**src/rtl/fa_serial_nb.sv**
```systemverilog
// Bit-serial N-bit adder: one full-adder cell, LSB first, one bit per clock.
// Results are published only on entry to DONE, so sum/cout never show partial values.
module fa_serial_nb #(
  parameter int N = 8
) (
  input  logic         clk,
  input  logic         rst_n,
  input  logic         start,
  input  logic [N-1:0] a,
  input  logic [N-1:0] b,
  input  logic         cin,
  output logic [N-1:0] sum,
  output logic         cout,
  output logic         busy,
  output logic         done
);
  localparam int CW = (N > 1) ? $clog2(N) : 1;
  localparam logic [CW-1:0] LAST = CW'(N - 1);

  typedef enum logic [1:0] {IDLE, RUN, DONE} state_t;

  state_t         state_q, state_d;
  logic [CW-1:0]  cnt_q, cnt_d;
  logic [N-1:0]   a_q, a_d, b_q, b_d, res_q, res_d;
  logic [N-1:0]   sum_q, sum_d;
  logic           c_q, c_d, cout_q, cout_d;
  logic           s_bit, c_nxt;

  // The single full-adder cell, fed from the bottom of the operand shifters.
  assign s_bit = a_q[0] ^ b_q[0] ^ c_q;
  assign c_nxt = (a_q[0] & b_q[0]) | (c_q & (a_q[0] ^ b_q[0]));

  always_comb begin
    state_d = state_q;
    cnt_d   = cnt_q;
    a_d     = a_q;
    b_d     = b_q;
    res_d   = res_q;
    c_d     = c_q;
    sum_d   = sum_q;
    cout_d  = cout_q;
    case (state_q)
      IDLE, DONE: begin
        if (start) begin
          a_d     = a;
          b_d     = b;
          c_d     = cin;
          cnt_d   = '0;
          res_d   = '0;
          state_d = RUN;
        end else begin
          state_d = IDLE;
        end
      end
      RUN: begin
        a_d   = a_q >> 1;
        b_d   = b_q >> 1;
        res_d = {s_bit, res_q[N-1:1]};
        c_d   = c_nxt;
        cnt_d = cnt_q + CW'(1);
        if (cnt_q == LAST) begin
          state_d = DONE;
          sum_d   = {s_bit, res_q[N-1:1]};
          cout_d  = c_nxt;
        end
      end
      default: state_d = IDLE;
    endcase
  end

  always_ff @(posedge clk) begin
    if (!rst_n) begin
      state_q <= IDLE;
      cnt_q   <= '0;
      a_q     <= '0;
      b_q     <= '0;
      res_q   <= '0;
      c_q     <= 1'b0;
      sum_q   <= '0;
      cout_q  <= 1'b0;
    end else begin
      state_q <= state_d;
      cnt_q   <= cnt_d;
      a_q     <= a_d;
      b_q     <= b_d;
      res_q   <= res_d;
      c_q     <= c_d;
      sum_q   <= sum_d;
      cout_q  <= cout_d;
    end
  end

  assign sum  = sum_q;
  assign cout = cout_q;
  assign busy = (state_q == RUN);
  assign done = (state_q == DONE);
endmodule
```
**config.mk**
```make
export PLATFORM = sky130hd
export DESIGN_NAME = fa_serial_nb
export DESIGN_NICKNAME = d
export VERILOG_FILES = /design/src/rtl/fa_serial_nb.sv
export SDC_FILE = /design/constraint.sdc
export NUM_CORES = 1
export LEC_CHECK = 0
export BUFFER_PORTS_ARGS = -buffer_cell sky130_fd_sc_hd__clkbuf_2
export CORE_UTILIZATION = 35
export DETAILED_ROUTE_END_ITERATION = 16
export HOLD_SLACK_MARGIN = 0.02
export PLACE_DENSITY = 0.67
export SETUP_SLACK_MARGIN = 0.05
export SLEW_MARGIN = 10
export SYNTH_ARGS = -nofsm -noshare
export SYNTH_HDL_FRONTEND = slang
export SYNTH_SLANG_ARGS = --single-unit
```
**constraint.sdc**
```tcl
create_clock -name clk -period 1.2 [get_ports clk]
set_clock_uncertainty 0.1 [all_clocks]
set_input_delay 0.06 -clock clk [delete_from_list [all_inputs] [get_ports clk]]
set_output_delay 0.06 -clock clk [all_outputs]
set_load 0.02 [all_outputs]
```
==> results.json <==
{
  "routed_via_density": 4.913,
  "finalCriticalPeriod_ns": 1.248,
  "tns_ns": -0.3782,
  "syn_area_mm2": 0.001635,
  "grt_setup_unrepaired": "yes",
  "grt.overflow.total": 0,
  "synth_seq_cells": 38,
  "critPathSlowestCell": "dfxtp_2",
  "netlist_top_cells_area": "dfxtp_1 47%, nand2_1 11%, a21boi_1 9.2%",
  "regArea_um2": 768.2,
  "vias": 1469,
  "synth_ff_type": "dfxtp_1",
  "hold_viol": 0,
  "cts.clk_slew.worst_paths_ns": 0.07,
  "crit_chain": "ha_4, ha_4, nand3b_1, buf_6, nand2_2, a21boi_2",
  "grt_pass1_wl_um": 5920,
  "area_growth_pct": 41.47,
  "wl_per_cell_um": 11.49,
  "r2r-start": "cnt_q[1]",
  "path_class": "register to register",
  "synth.avg_cell_area_um2": 8.607,
  "drc": 0,
  "fin_hold_ws_ns": 0.07863,
  "diodes": 0,
  "cp-end-kind": "register",
  "final-setup-viol-count": 11,
  "rr_worst_depth": 6,
  "yosysMostFrequentCell": "nand2_1",
  "reg2reg_slack_ns": -0.05,
  "fp.coreArea_mm2": 0.004414,
  "status": "finished, violations left",
  "worstMarginPinSlew_ns": 0.1683,
  "ant_nets": 0,
  "multi_input_area_um2": 844.6,
  "die_w_um": 70.36,
  "drt_wl_total_um": 3437,
  "portBuffers": 30,
  "track_usage_pct": 15.35,
  "yosysTopAreaCell": "dfxtp_1",
  "async_flop_share_pct": 0,
  "cp-startpoint": "cnt_q[1]",
  "synth.distinct_cells": 23,
  "p_leak_uw": 0.0008942,
  "first_global_vias": 1350,
  "antenna_found_initial": 0,
  "syn_nets": 213,
  "dr.first_iter.drc_count": 61,
  "slowest_delay_ns": 0.34,
  "holdCritPathClass": "input port to register",
  "std_cell_rows": 24,
  "grt_start_max_net_pins": 39,
  "synth_edf_count": 0,
  "slew_viol_final": 0,
  "slew_headroom_pct": 88.77,
  "cp_data_arrival_time_ns": 1.37,
  "failed_checks": "negative setup slack",
  "nets": 270,
  "clock.fmax_ghz": 0.8010,
  "synth_common_cells": "50 x nand2_1, 38 x dfxtp_1, 20 x a21boi_1",
  "cts_made_buffers": 5,
  "setup_slack_ns": -0.04837,
  "cts.sink_count": 38,
  "ctsRootBufferMaster": "clkbuf_8",
  "cts_max_level": 2,
  "yosys.area.top_type_share_pct": 46.52,
  "crit_path_start_kind": "register",
  "pwr_density_cell_mw_per_mm2": 1123,
  "synth_cells": 190,
  "top_level_ports": 31,
  "die_height_um": 70.36,
  "yosys_warnings": 0,
  "seq_area_frac_synth_pct": 46.52,
  "cts_tree": "done",
  "fillers": 428,
  "crit_end": "sum[0]",
  "finalCritPeriodShare_pct": 104.0,
  "final_layout_size_suffix_gt1_share_pct": 34.41,
  "dieArea_mm2": 0.004950,
  "drv_cap": 0,
  "dpl.hpwl_um": 2156,
  "path_max_fanout": 6,
  "p_total_uw": 2598,
  "cp.required_ns": 1.33,
  "path_common_cell": "ha_4",
  "initial_core_util_pct": 37.05,
  "drt-pass1-iter-count": 4,
  "worst_ir_drop_vdd_uv": 647.7,
  "clockBufferDepth": 2,
  "gp_congestion": 0.7281,
  "reg2reg_to": "sum[0]",
  "clk_latency_ns": 0.28
}
metal layers:
| metal | wire length [um] | share of wire [%] | vias to the layer above | GRT usage [%] |
|---|---|---|---|---|
| met2 | 1674 | 49 | 31 | 26.35 |
| met3 | 126 | 3.7 | 5 | 4.329 |
| met5 | 0 | 0 | - | 0 |
| met4 | 56 | 1.6 | 0 | 7.333 |
| met1 | 1580 | 46 | 664 | 17.35 |
| li1 | - | - | 769 | - |
through the flow:
stage | worst slack, ns | cell area (um2) | util [%] | std cells
2_1_floorplan | 0.002948 | 1665 | - | 190
3_3_place_gp | -0.01837 | 1906 | 43.17 | 272
3_5_place_dp | -0.04300 | 1906 | 43.17 | 272
4_1_cts | -0.03949 | 2237 | 50.68 | 298
5_1_grt | -0.1339 | 2313 | 52.41 | 299
6_report | -0.04837 | 2313 | 52.41 | 299
flip-flops by register name, indices dropped and copies added, names as in the netlist:
name / count
a_q: 8
c_q: 1
state_q: 2
res_q: 7
cout: 1
b_q: 8
sum: 8
cnt_q: 3
power by group:
| group | switching (uW) | internal (uW) |
|---|---|---|
| Sequential | 43.6 | 1330 |
| Combinational | 207 | 219 |
| Clock | 401 | 399 |
cell type report:
| type | count | share of cell area [%] |
|---|---|---|
| Multi-Input combinational cell | 134 | 36.51 |
| Inverter | 1 | 0.2704 |
| Clock buffer | 7 | 3.299 |
| Sequential cell | 38 | 33.21 |
| Timing Repair inverter | 2 | 0.6490 |
| Timing Repair Buffer | 65 | 23.26 |
| Tap cell | 52 | 2.812 |
worst min-delay path by stage:
stage | start | to | slack (ns) | cells past startpoint
3_5_place_dp | b[7] | b_q[7] | 0.19 | 3
4_1_cts | rst_n | cnt_q[0] | 0.08 | 3
3_3_place_gp | b[7] | b_q[7] | 0.18 | 3
6_report | rst_n | a_q[0] | 0.08 | 4
5_1_grt | rst_n | a_q[1] | 0.09 | 4
2_1_floorplan | a[7] | a_q[7] | 0.09 | 2
critical path: cells and delay by family (launching register included):
family	cells	cell delay (ns)
AOI/OAI and AO/OA	1	0.12
adders and majority gates	2	0.31
buffers and inverters	1	0.14
DFF	1	0.34
and+or+nand+nor	2	0.18
kinds of logic after synthesis:
kind of cell,after synthesis,share of synthesized area (%)
simple gates,79,22.49
buf+inv,18,7.957
flops,38,46.52
fa+ha+maj,3,2.754
compound gates,52,20.28
what timing repair did:
action | in CTS | in global routing
hold buffers | 17 | 0
setup buffers | 1 | 0
pin swaps | 4 | 7
endpoints found under the setup margin | 40 | 34
hold endpoints to repair | 17 | 0
gates cloned | 1 | 1
resized for setup | 20 | 20
cell usage in the layout (no fill, tap or decap), types with 2 or more instances in the layout:
cell type,synthesis,layout
dlygate4sd3_1,0,17
nand2b_4,0,2
dfxtp_1,38,32
dfxtp_2,0,6
nand3_2,5,4
nand2_2,0,4
o21ai_2,0,4
nand2_1,50,46
a21boi_2,0,4
a21boi_1,20,16
buf_12,1,3
clkinvlp_4,0,2
ha_4,0,2
clkbuf_2,0,28
clkbuf_8,0,6
nand3_1,15,15
a31oi_1,15,15
clkbuf_1,3,2
buf_6,3,7
o21ai_1,16,12
buf_4,5,8
No activity file was read; power rests on OpenSTA's default activity.
